**src/rtl/mem_stage_ctrl.sv**
```systemverilog
// ============================================================================
// Module   : mem_stage_ctrl
// Brief    : Memory-stage initiator between EXMEM and a stalling data memory.
//            Optional feature macro: MEM_ALIGN_CHECK_EN (odd-address rejection).
// Revision : 1.0 - initial release
// ============================================================================
`default_nettype none

module mem_stage_ctrl #(
    parameter int DATA_W  = 16,
    parameter int ADDR_W  = 16,
    parameter int TIMEOUT = 32
) (
    input  logic              clk,
    input  logic              rst,
    input  logic              MemRead_EXMEM,
    input  logic              MemWrite_EXMEM,
    input  logic              Halt_EXMEM,
    input  logic [ADDR_W-1:0] ALU_Out_EXMEM,
    input  logic [DATA_W-1:0] wdata_EXMEM,
    input  logic              mem_stall,
    input  logic              mem_done,
    input  logic              mem_err,
    input  logic [DATA_W-1:0] mem_data_out,
    output logic              mem_rd,
    output logic              mem_wr,
    output logic [ADDR_W-1:0] mem_addr,
    output logic [DATA_W-1:0] mem_wdata,
    output logic              mem_createdump,
    output logic              stall_out,
    output logic [DATA_W-1:0] mem_read_data,
    output logic              data_mem_stall,
    output logic              data_mem_done,
    output logic              data_mem_err
);

    localparam int CNT_W = (TIMEOUT > 1) ? $clog2(TIMEOUT) : 1;
    localparam logic [CNT_W-1:0] C_CNT_LAST = CNT_W'(TIMEOUT - 1);

    typedef enum logic [1:0] {
        S_IDLE = 2'd0,
        S_WAIT = 2'd1,
        S_RESP = 2'd2
    } state_t;

    state_t            state_q, state_d;
    logic [CNT_W-1:0]  cnt_q, cnt_d;
    logic [DATA_W-1:0] rdata_q, rdata_d;
    logic              err_q, err_d;
    logic              is_rd_q, is_rd_d;

    logic w_op;
    logic w_conflict;
    logic w_misalign;
    logic w_rd;
    logic w_wr;
    logic w_stall;

    assign w_op       = MemRead_EXMEM | MemWrite_EXMEM;
    assign w_conflict = MemRead_EXMEM & MemWrite_EXMEM;

`ifdef MEM_ALIGN_CHECK_EN
    assign w_misalign = w_op & ALU_Out_EXMEM[0];
`else
    assign w_misalign = 1'b0;
`endif

    always_ff @(posedge clk or posedge rst) begin
        if (rst) begin
            state_q <= S_IDLE;
            cnt_q   <= '0;
            rdata_q <= '0;
            err_q   <= 1'b0;
            is_rd_q <= 1'b0;
        end else begin
            state_q <= state_d;
            cnt_q   <= cnt_d;
            rdata_q <= rdata_d;
            err_q   <= err_d;
            is_rd_q <= is_rd_d;
        end
    end

    always_comb begin
        state_d = state_q;
        cnt_d   = cnt_q;
        rdata_d = rdata_q;
        err_d   = err_q;
        is_rd_d = is_rd_q;
        w_rd    = 1'b0;
        w_wr    = 1'b0;
        w_stall = 1'b0;
        case (state_q)
            S_IDLE: begin
                if (w_op) begin
                    w_stall = 1'b1;
                    // Illegal ops complete immediately with an error, never reaching memory
                    if (w_conflict || w_misalign) begin
                        err_d   = 1'b1;
                        rdata_d = '0;
                        state_d = S_RESP;
                    end else if (!mem_stall) begin
                        w_rd    = MemRead_EXMEM;
                        w_wr    = MemWrite_EXMEM;
                        is_rd_d = MemRead_EXMEM;
                        cnt_d   = '0;
                        state_d = S_WAIT;
                    end
                end
            end
            S_WAIT: begin
                w_stall = 1'b1;
                if (mem_done) begin
                    rdata_d = is_rd_q ? mem_data_out : '0;
                    err_d   = mem_err;
                    state_d = S_RESP;
                end else if (mem_err || (cnt_q == C_CNT_LAST)) begin
                    err_d   = 1'b1;
                    rdata_d = '0;
                    state_d = S_RESP;
                end else begin
                    cnt_d = cnt_q + 1'b1;
                end
            end
            S_RESP: begin
                cnt_d   = '0;
                err_d   = 1'b0;
                state_d = S_IDLE;
            end
            default: begin
                state_d = S_IDLE;
            end
        endcase
    end

    // Handshake outputs are forced low while reset is held so an abandoned access drops at once
    assign mem_rd         = w_rd & ~rst;
    assign mem_wr         = w_wr & ~rst;
    assign stall_out      = w_stall & ~rst;
    assign mem_createdump = Halt_EXMEM & (state_q == S_IDLE) & ~rst;
    assign data_mem_stall = stall_out;
    assign data_mem_done  = (state_q == S_RESP);
    assign data_mem_err   = err_q;
    assign mem_read_data  = rdata_q;
    assign mem_addr       = ALU_Out_EXMEM;
    assign mem_wdata      = wdata_EXMEM;

endmodule

`default_nettype wire
```
**config.mk**
```make
export PLATFORM = sky130hd
export DESIGN_NAME = mem_stage_ctrl
export DESIGN_NICKNAME = d
export VERILOG_FILES = /design/src/rtl/mem_stage_ctrl.sv
export SDC_FILE = /design/constraint.sdc
export NUM_CORES = 1
export LEC_CHECK = 0
export BUFFER_PORTS_ARGS = -buffer_cell sky130_fd_sc_hd__buf_2
export CAP_MARGIN = 20
export CORE_MARGIN = 2
export CORE_UTILIZATION = 39
export CTS_CLUSTER_SIZE = 40
export DETAILED_ROUTE_END_ITERATION = 8
export GPL_ROUTABILITY_DRIVEN = 1
export GPL_TIMING_DRIVEN = 0
export PLACE_DENSITY = 0.8
export SYNTH_ARGS = -nofsm -noshare
export SYNTH_HDL_FRONTEND = slang
export SYNTH_SLANG_ARGS = --single-unit
export TNS_END_PERCENT = 50
```
**constraint.sdc**
```tcl
create_clock -name clk -period 2.5 [get_ports clk]
set_clock_uncertainty 0.05 [all_clocks]
set_input_delay 0.125 -clock clk [delete_from_list [all_inputs] [get_ports clk]]
set_output_delay 0.125 -clock clk [all_outputs]
set_load 0.01 [all_outputs]
```
# Word-level counts from Yosys, hierarchy flattened
# Cells that the tools add are included.
word_totals:
  register_bits: 25
  in_bits: 56
  output_inout_bits: 55
  wordCells: 69
op_classes:
  n_addsub: 1
  n_eq_ne: 11
  muxes: 33
  bitwise_logic: 10
  reduce_logical: 9
op_table:
  columns: ["op", "n"]
  rows:
  - ["$mux 16", 5]
  - ["$pmux 16 s2", 1]
  - ["$mux 5", 5]
  - ["$pmux 5 s3", 1]
  - ["$mux 1", 13]
  - ["$ne 2x2->1 const B", 6]
  - ["$reduce_and 4->1", 3]
  - ["$mux 2", 5]
  - ["$and 1x1->1", 6]
  - ["$ne 3x3->1 const B", 2]
  - ["$reduce_and 6->1", 1]
  - ["$add 5x1->5 const B", 1]
  - ["$eq 5x5->1 const B", 1]
  - ["$pmux 2 s2", 1]
  - ["$not 1->1", 3]
  - ["$pmux 1 s3", 1]
  - ["$reduce_and 3->1", 1]
  - ["$reduce_bool 3->1", 1]
  - ["$eq 2x1->1 const B", 1]
  - ["$eq 2x2->1 const B", 1]
  - ["$logic_not 2->1", 1]
  - ["$pmux 1 s2", 1]
  - ["$reduce_bool 2->1", 1]
  - ["$logic_or 1x1->1", 1]
  - ["$or 1x1->1", 1]

# Depth between registers and ports, before layout
# Gate-level depths: netlist of the first run.
logic_depth:
  depth_word: 5
  mapped_depth: 8
  depth_no_buf: 6

# Least setup slack after synthesis of the first run
# No wires, ideal clock.
synth_path:
  kind: "flip-flop to flip-flop"
  from: "reg cnt_q[0]"
  to: "reg cnt_q[3]"
  setup_time_ps: 87
  arrival_time_ps: 2076
  required_ps: 2363
  setup_slack_ps: 287
  path_stages_with_launch: 8
  path_buffers: 1
  period_less_slack_ps: 2213
  cell_sequence: "dfrtp_1 > ha_1 > and3_1 > ha_1 > or4b_1 > buf_2 > or4_1 > o211ai_1"
synth_via:
  elab_chain_cells: 4
  elab_cells_between_ends: 8
  classes_between: "add/sub (1); eq/ne (2); mux (3); reduce/logical (2)"
synth_rtl:
  columns: ["element", "line_no", "source"]
  rows:
  - ["start, declared", "47", "logic [CNT_W-1:0] cnt_q, cnt_d;"]
  - ["start signal, assigned", "77", "cnt_q <= cnt_d;"]
  - ["$add 5x1->5 / $eq 5x5->1 (equally long branches)", "122, 117", null]
  - ["$mux 5 / $logic_or 1x1->1 (equally long branches)", "117", "end else if (mem_err || (cnt_q == C_CNT_LAST)) begin"]
  - ["$mux 5 / $ne 2x2->1 (equally long branches)", null, null]
  - ["$pmux 5 s3 / $reduce_and 6->1 (equally long branches)", null, null]
# Several ways; a longest one is shown, not always the timed one. The select of a mux whose other input is x is not followed.
# A chain may end at the register's enable or synchronous reset.

# Worst setup path in the final report of the first run
# Same ends and word-level chain as after synthesis.

==> flow_metrics.tcl, run 1 <==
set metrics [dict create \
    reg2reg_depth 7 \
    die-height_um 63.9 \
    max-cap-violations 0 \
    clk_pin_slew_ps 150 \
    fin_crit_ps 2340 \
    setup_ws_ps 157 \
    final_util_pct 59.8 \
    arrival_ps 2550 \
    cts.htree.levels 1 \
    post_cts_buffers 0 \
    hold_path_class "input port to async pin" \
    start_util_pct 41.3 \
    grt_antenna_before_repair 0 \
    dp_hpwl_um 2520 \
    dieArea_mm2 0.00408 \
    worstSkewPairLatency_ps 320 \
    synthCells 139 \
    die_w_um 63.9 \
    tightestPinTransition_ps 913 \
    crit_end "cnt_q[3]$_DFFE_PP0P_" \
    total_power_uw 1670 \
    setup_tns_ps 0 \
    worstReg2RegEnd "cnt_q[3]$_DFFE_PP0P_" \
    grt_usage_pct 17.6 \
    hold_viol 25 \
    numCtsBuffers 3 \
    rows 21 \
    criticalPathCategory "flop to flop" \
    relSlewSlack_pct 39.1 \
    status "finished, violations left" \
    drive_gt1_share_pct 51.3 \
    vias_per_cell 4.88 \
    crit_path_start_kind "flop" \
    ys_seq_area_share_pct 44.7 \
    p_per_area_mw_per_mm2 823 \
    wire_per_inst_um 12.9 \
    antenna-diode-count 0 \
    syn_to_final_growth_pct 44.9 \
    timing.hold.ws_ps -43.2 \
    drv_slew 0 \
    avgSynthCellArea_um2 10.1 \
    grt_max_degree 26 \
    num-fill-cells 289 \
    pre_cts_slack_ps 136 \
    finalSetupViolations 0 \
    rrSetupSlack_ps 160 \
    drtPass1Iterations 6 \
    grt_pass1_wl_um 5870 \
    port_buffers 75 \
    synth_seq_cells 25 \
    clockBufferDepth 2 \
    wl_um 3630 \
    cts_root_buf "clkbuf_4" \
    antenna_left 0 \
    synth_area_mm2 0.00140 \
    cts_tree "built" \
    drt_iter0_drc 27 \
    rsz0062_at_grt "no" \
    coreArea_mm2 0.00339 \
    yosysWarnings 0 \
    route.detailed.drc 0 \
    fin_crit_sh_pct 93.7 \
    fin_nets 293 \
    ir_drop_v 0.000753 \
    synth_nets 197 \
    fmax_ghz 0.427 \
    regToRegStartpoint "cnt_q[0]$_DFFE_PP0P_" \
    crit_start "cnt_q[0]$_DFFE_PP0P_" \
    violations "hold timing" \
    gp_congestion 0.758 \
    cp-end-kind "flop" \
    ios 111 \
    vias 1367 \
    p_leak_uw 0.00110 \
    grt_pass1_vias 1282 \
    yosysUniqueCellTypes 28 \
    critPathRequiredTime_ps 2700 \
    path_max_fanout 8 \
    clock_sinks 25 \
    overflow 0 \
]
==> flip-flops by register name (all words and copies together), names as in the netlist <==
register       cells
mem_read_data     16
cnt_q              5
is_rd_q            1
data_mem_err       1
state_q            2
==> worst min path at each step <==
stage,startpoint,end,slack [ps],cells past startpoint
2_1_floorplan,rst,cnt_q[0]$_DFFE_PP0P_,100,1
3_3_place_gp,mem_data_out[2],mem_read_data[2]$_DFFE_PP0P_,290,2
3_5_place_dp,mem_data_out[0],mem_read_data[0]$_DFFE_PP0P_,300,2
4_1_cts,rst,state_q[0]$_DFFE_PP0P_,0.9,2
5_1_grt,rst,cnt_q[3]$_DFFE_PP0P_,50,2
6_report,rst,state_q[0]$_DFFE_PP0P_,-40,2
==> metal layers <==
layer	vias up	global-route usage (%)	part of all wire, %
met4	0	2.99	0.47
met1	633	20.0	39
met3	2	4.05	11
met2	80	33.3	50
li1	652	-	-
met5	-	0	0
==> cell usage in the layout, fill, tap and decap left out, drive strengths merged <==
master / Yosys / final
nor2b: 2 / 2
o211ai: 2 / 2
or4b: 1 / 1
or4: 1 / 1
nor4b: 3 / 3
dfrtp: 25 / 25
inv: 4 / 4
a21oi: 3 / 3
nand3b: 1 / 1
nand4b: 1 / 1
clkbuf: 4 / 7
buf: 40 / 115
or3: 2 / 2
a22o: 16 / 16
a211oi: 2 / 2
dlygate4sd3: 0 / 16
clkinvlp: 0 / 1
ha: 2 / 2
nor3: 5 / 5
o22a: 1 / 1
a32oi: 1 / 1
nor2: 3 / 3
xnor2: 1 / 1
nand3: 4 / 4
a211o: 1 / 1
o21a: 1 / 1
nand2: 1 / 1
o21ai: 10 / 10
and3: 2 / 2
==> synth_stat cells <==
| library cell | instances | share of area [%] |
|---|---|---|
| nor2_1 | 3 | 0.80 |
| nor4b_1 | 3 | 1.9 |
| o21a_1 | 1 | 0.54 |
| nand2_1 | 1 | 0.27 |
| a22o_1 | 16 | 10 |
| buf_4 | 33 | 18 |
| nor2b_1 | 2 | 0.89 |
| buf_2 | 7 | 2.5 |
| a32oi_1 | 1 | 0.63 |
| or4_1 | 1 | 0.54 |
| or3_1 | 2 | 0.89 |
| inv_1 | 4 | 1.1 |
| nor3_1 | 5 | 1.8 |
| o22a_1 | 1 | 0.63 |
| ha_1 | 2 | 1.8 |
| and3_1 | 2 | 0.89 |
| or4b_1 | 1 | 0.72 |
| nand3_1 | 4 | 1.4 |
| a211o_1 | 1 | 0.63 |
| clkbuf_1 | 4 | 1.1 |
| o211ai_1 | 2 | 1.1 |
| o21ai_0 | 10 | 3.6 |
| nand3b_1 | 1 | 0.54 |
| a211oi_1 | 2 | 1.1 |
| a21oi_1 | 3 | 1.1 |
| nand4b_1 | 1 | 0.63 |
| dfrtp_1 | 25 | 45 |
| xnor2_1 | 1 | 0.63 |
==> power by group <==
group / total [uW] / switching [uW] / internal [uW] / leakage [uW]
combinational: 798 / 413 / 385 / 0.000757
clock: 186 / 124 / 61.1 / 0.0000139
sequential: 684 / 111 / 573 / 0.000332
total: 1670 / 649 / 1020 / 0.00110
==> metrics by stage <==
step | instance area (um2) | instances
floorplan | 1400 | 139
global placement | 1830 | 260
detailed placement | 1830 | 260
CTS | 2020 | 280
global route | 2030 | 280
finish | 2030 | 280
==> repair_timing <==
action / in CTS / in global routing
endpoints found under the setup margin: 0 / 10
gates resized for setup: 0 / 1
endpoints found under the hold margin: 16 / 0
hold buffers: 16 / 0
==> cell families (layout without fill, tap and decap cells) <==
group / Yosys count / count (layout) / synth area share (%)
adders and majority gates: 2 / 2 / 1.79
buffers and inverters: 48 / 143 / 22.4
and+or+nand+nor: 26 / 26 / 11.3
DFF: 25 / 25 / 44.7
xor gates and xnor gates: 1 / 1 / 0.626
AOI/OAI and AO/OA: 37 / 37 / 19.2
==> area by class of cell <==
type	instances	area [um2]	area share, %
plain buffers	44	298	14.7
clock buffers	3	22.5	1.11
clock inverters	1	7.51	0.370
inverters	4	15.0	0.741
multi-input cells	66	465	23.0
flip-flops and latches	25	626	30.9
well taps	46	57.6	2.84
repair buffers	91	536	26.4
==> critical path: stages (launching register included) <==
cell      delay [ps]
dfrtp_1          430
ha_1             230
and3_1           190
ha_1             200
or4b_1           450
buf_2            170
or4_1            460
o211ai_1         100
(Power assumes the default switching activity.)
==> run 2: changes to the inputs <==
--- a/config.mk
+++ b/config.mk
@@ -13,7 +13,7 @@
 export DETAILED_ROUTE_END_ITERATION = 8
 export GPL_ROUTABILITY_DRIVEN = 1
 export GPL_TIMING_DRIVEN = 0
-export PLACE_DENSITY = 0.8
+export PLACE_DENSITY_LB_ADDON = 0.25
 export SYNTH_ARGS = -nofsm -noshare
 export SYNTH_HDL_FRONTEND = slang
 export SYNTH_SLANG_ARGS = --single-unit
==> flow_metrics.tcl, run 2 (synthesis results as in run 1) <==
set metrics [dict create \
    status "finished clean" \
    route.detailed.drc 0 \
    setup_tns_ps 0 \
    pre_cts_slack_ps 116 \
    cts_tree "built" \
    hold_viol 0 \
    criticalPathCategory "flop to flop" \
    pwr-share-comb_pct 47.9 \
    use_met1_pct 20.2 \
    seqPwrFrac_pct 40.4 \
    busiest_layer "met2" \
    reg2reg_depth 7 \
    coreArea_mm2 0.00339 \
    grt_antenna_before_repair 0 \
    largest_reg_flops 16 \
    intPower_uw 1020 \
    slowest_stage "or4_1" \
    clk_pin_slew_ps 140 \
    rrSetupSlack_ps 150 \
    critPathRequiredTime_ps 2700 \
    crit_path_start_kind "flop" \
    final_util_pct 60.1 \
    hold_path_class "input port to flop" \
    dieArea_mm2 0.00408 \
    fin_crit_sh_pct 94.0 \
    regToRegStartpoint "cnt_q[0]$_DFFE_PP0P_" \
    drv_slew 0 \
    timing.hold.ws_ps 60.6 \
    ios 111 \
    drtPass1Iterations 4 \
    fmax_ghz 0.425 \
    path_max_fanout 8 \
    clock_sinks 25 \
    max_stage_delay_ps 470 \
    crit_chain "ha_1 > and3_1 > ha_1 > or4b_1 > buf_2 > or4_1 > o211ai_1" \
    p_clk_share_pct 11.7 \
    placed_cell_area_mm2 0.00183 \
    grt_pass1_wl_um 5490 \
    p_leak_uw 0.00111 \
    vias_per_cell 4.65 \
    drt_iter0_drc 40 \
    hold_depth 2 \
    antenna-diode-count 0 \
    fin_nets 294 \
    drive_gt1_share_pct 51.1 \
    overflow 0 \
    worstReg2RegEnd "cnt_q[3]$_DFFE_PP0P_" \
    grt_max_degree 26 \
    rows 21 \
    port_buffers 75 \
    wl_um 3400 \
    gp_congestion 0.771 \
    numCtsBuffers 3 \
    arrival_ps 2550 \
    crit_family "simple AND/OR/NAND/NOR gates" \
    worst-path-buf-inv 1 \
    p_per_area_mw_per_mm2 819 \
    final_common_cell "buf_2" \
    final_cell_mix "buf_2 (82), buf_4 (33), dfrtp_1 (25)" \
    post_cts_buffers 0 \
    setup_ws_ps 149 \
    die-height_um 63.9 \
    cts_root_buf "clkbuf_4" \
    vias 1308 \
    cts.htree.levels 1 \
    wire_per_inst_um 12.1 \
    p_sw_uw 646 \
    max-cap-violations 0 \
    dp_hpwl_um 2410 \
    worstSkewPairLatency_ps 330 \
    switching_share_pct 38.7 \
    start_util_pct 41.3 \
    finalSetupViolations 0 \
    grt_usage_pct 16.6 \
    rsz0062_at_grt "no" \
    antenna_left 0 \
    gr-usage-met3_pct 4.93 \
    syn_to_final_growth_pct 45.7 \
    cp-end-kind "flop" \
    fin_crit_ps 2350 \
    clockBufferDepth 2 \
    cp_common_cell "ha_1" \
    die_w_um 63.9 \
    ir_drop_v 0.000556 \
    tightestPinTransition_ps 938 \
    grt_use_met2_pct 29.7 \
    relSlewSlack_pct 37.4 \
    final_cell_area_mm2 0.00204 \
    worstHoldStart "MemWrite_EXMEM" \
    grt_pass1_vias 1196 \
    hold_end "is_rd_q$_DFFE_PP0P_" \
]
[run 2: area by class of cell]
cell class,count,area (um2)
plain buffers,44,298
clock buffers,3,22.5
clock inverters,1,8.76
fillers,289,1350
inverters,4,15.0
multi-input cells,66,465
flip-flops and latches,25,626
well taps,46,57.6
repair buffers,92,546
[run 2: metal layers]
layer,vias up,routed length (um)
met5,-,0
li1,652,-
met2,52,1730
met4,0,12
met1,602,1410
met3,2,249
[run 2: stage by stage]
step / power (uW) / std cells
after floorplan: 1160 / 139
after global placement: 1450 / 260
after detailed placement: 1460 / 260
after CTS: 1680 / 281
after global routing: 1790 / 281
final: 1670 / 281
[run 2: power groups by stage]
stage | clock [uW] | combinational (uW) | sequential, uW
4_1_cts | 204 | 805 | 673
3_3_place_gp | 0 | 769 | 679
5_1_grt | 217 | 879 | 699
2_1_floorplan | 0 | 425 | 739
6_report | 195 | 799 | 675
3_5_place_dp | 0 | 786 | 674
[run 2: worst max-delay path by stage]
stage | slack, ps | endpoint | from | depth (start not counted)
finish | 150 | cnt_q[3]$_DFFE_PP0P_ | cnt_q[0]$_DFFE_PP0P_ | 7
global route | 80 | cnt_q[3]$_DFFE_PP0P_ | cnt_q[0]$_DFFE_PP0P_ | 7
CTS | 80 | mem_read_data[15]$_DFFE_PP0P_ | cnt_q[0]$_DFFE_PP0P_ | 8
detailed placement | 120 | mem_read_data[15]$_DFFE_PP0P_ | cnt_q[0]$_DFFE_PP0P_ | 8
global placement | 100 | mem_read_data[8]$_DFFE_PP0P_ | cnt_q[0]$_DFFE_PP0P_ | 8
floorplan | 290 | cnt_q[3]$_DFFE_PP0P_ | cnt_q[0]$_DFFE_PP0P_ | 7
[run 2: repair_timing]
item,in CTS,in global routing
setup endpoints to repair,0,9
gates resized for setup,0,1
hold buffers,17,0
hold endpoints to repair,32,0
==> run 3: changes to the inputs <==
==> constraint.sdc (replaced) <==
create_clock -name clk -period 2.5 [get_ports clk]
set_clock_uncertainty 0.05 [all_clocks]
set_input_delay 0.25 -clock clk [delete_from_list [all_inputs] [get_ports clk]]
set_output_delay 0.25 -clock clk [all_outputs]
set_load 0.01 [all_outputs]
==> flow_metrics.tcl, run 3 (synthesis results as in run 1) <==
set metrics [dict create \
    status "finished clean" \
    dp_cells 260 \
    vias 1247 \
    cp_common_cell "ha_1" \
    crit_chain "ha_1 > and3_1 > ha_1 > or4b_1 > buf_2 > or4_1 > o211ai_1" \
    largest_reg_flops 16 \
    clockBufferDepth 2 \
    final_common_cell "buf_2" \
    intPower_uw 1000 \
    cts.htree.levels 1 \
    p_sw_uw 633 \
    cts_tree "built" \
    switching_share_pct 38.6 \
    crit_end "cnt_q[3]$_DFFE_PP0P_" \
    antenna_left 0 \
    crit_family "simple AND/OR/NAND/NOR gates" \
    die_w_um 63.9 \
    hold_path_class "input port to flop" \
    arrival_ps 2550 \
    rsz0062_at_grt "no" \
    gp_congestion 0.771 \
    max_stage_delay_ps 470 \
    overflow 0 \
    wl_um 3070 \
    crit_start "cnt_q[0]$_DFFE_PP0P_" \
    slowest_stage "or4_1" \
    route.detailed.drc 0 \
    die-height_um 63.9 \
    path_max_fanout 8 \
    grt_pass1_wl_um 4860 \
    vias_per_cell 4.72 \
    grt_usage_pct 14.5 \
    start_util_pct 41.3 \
    fin_crit_ps 2350 \
    antenna-diode-count 0 \
    drtPass1Iterations 4 \
    path_depth 7 \
    coreArea_mm2 0.00339 \
    cp-end-kind "flop" \
    clk_pin_slew_ps 150 \
    worstSkewPairLatency_ps 320 \
    fin_nets 277 \
    drive_gt1_share_pct 55.0 \
    post_cts_buffers 0 \
    cts_root_buf "clkbuf_4" \
    grt_max_degree 26 \
    grt_antenna_before_repair 0 \
    worstReg2RegEnd "cnt_q[3]$_DFFE_PP0P_" \
    crit_path_start_kind "flop" \
    drt_iter0_drc 32 \
    hold_depth 2 \
    cts_hold_buffers 0 \
    num-fill-cells 318 \
    drv_slew 0 \
    ios 111 \
    grt_pass1_vias 1080 \
    fin_crit_sh_pct 94.0 \
    fmax_ghz 0.425 \
    ctsResizeCount 0 \
    port_buffers 75 \
    ir_drop_v 0.000543 \
    criticalPathCategory "flop to flop" \
    reg2reg_depth 7 \
    dieArea_mm2 0.00408 \
    p_leak_uw 0.00104 \
    finalSetupViolations 0 \
    rows 21 \
    p_clk_share_pct 11.8 \
    pwr-share-comb_pct 47.1 \
    dp_hpwl_um 2410 \
    rrSetupSlack_ps 150 \
    seqPwrFrac_pct 41.1 \
    p_per_area_mw_per_mm2 877 \
    hold_viol 0 \
    max-cap-violations 0 \
    setup_tns_ps 0 \
    syn_to_final_growth_pct 33.5 \
    relSlewSlack_pct 37.2 \
    tightestPinTransition_ps 941 \
    worst-path-buf-inv 1 \
    finalNonFillerCells 264 \
    final_cell_mix "buf_2 (82), buf_4 (33), dfrtp_1 (25)" \
    wire_per_inst_um 11.6 \
    critPathRequiredTime_ps 2700 \
    clock_sinks 25 \
    numCtsBuffers 3 \
    regToRegStartpoint "cnt_q[0]$_DFFE_PP0P_" \
]
run 3: cell type report:
type | count | area, um2 | share of cell area (%)
clock inverters | 1 | 8.76 | 0.469
repair buffers | 75 | 375 | 20.1
well taps | 46 | 57.6 | 3.08
plain buffers | 44 | 298 | 15.9
multi-input cells | 66 | 465 | 24.9
inverters | 4 | 15.0 | 0.804
clock buffers | 3 | 22.5 | 1.21
flip-flops and latches | 25 | 626 | 33.5
run 3: metal layers:
layer	vias to the layer above	global-route usage (%)	part of all wire [%]
met3	2	4.40	7.8
met2	52	24.6	49
li1	621	-	-
met1	572	18.8	43
met4	0	1.63	0.39
met5	-	0	0
run 3: worst min path at each step:
stage / start / end / slack (ps)
global placement: mem_data_out[5] / mem_read_data[5]$_DFFE_PP0P_ / 420
finish: mem_data_out[9] / mem_read_data[9]$_DFFE_PP0P_ / 70
global route: mem_data_out[5] / mem_read_data[5]$_DFFE_PP0P_ / 60
CTS: mem_data_out[10] / mem_read_data[10]$_DFFE_PP0P_ / 60
detailed placement: mem_data_out[13] / mem_read_data[13]$_DFFE_PP0P_ / 420
floorplan: rst / cnt_q[0]$_DFFE_PP0P_ / 230
run 3: worst reg2reg max path: cells and delay by family, from the launching register on:
kind / cells / cell delay (ps)
flip-flops: 1 / 430
buffers and inverters: 1 / 170
adder cells (fa/ha/maj): 2 / 420
AO/OA/AOI/OAI: 1 / 100
AND/OR/NAND/NOR: 3 / 1110
run 3: stage by stage:
stage | setup WS (ps) | area (um2) | power, uW | hold WS, ps | util (%)
after floorplan | 287 | 1400 | 1160 | 227 | -
after global placement | 99.8 | 1830 | 1450 | 416 | 54.0
after detailed placement | 116 | 1830 | 1460 | 423 | 54.0
after CTS | 82.5 | 1860 | 1660 | 61.6 | 55.0
after global routing | 76.8 | 1870 | 1760 | 56.1 | 55.1
final | 149 | 1870 | 1640 | 74.8 | 55.1
run 3: power groups by stage:
stage          sequential [uW]  clock [uW]  combinational [uW]
2_1_floorplan              739           0                 425
3_3_place_gp               679           0                 769
3_5_place_dp               674           0                 786
4_1_cts                    673         204                 785
5_1_grt                    697         217                 850
6_report                   673         194                 771
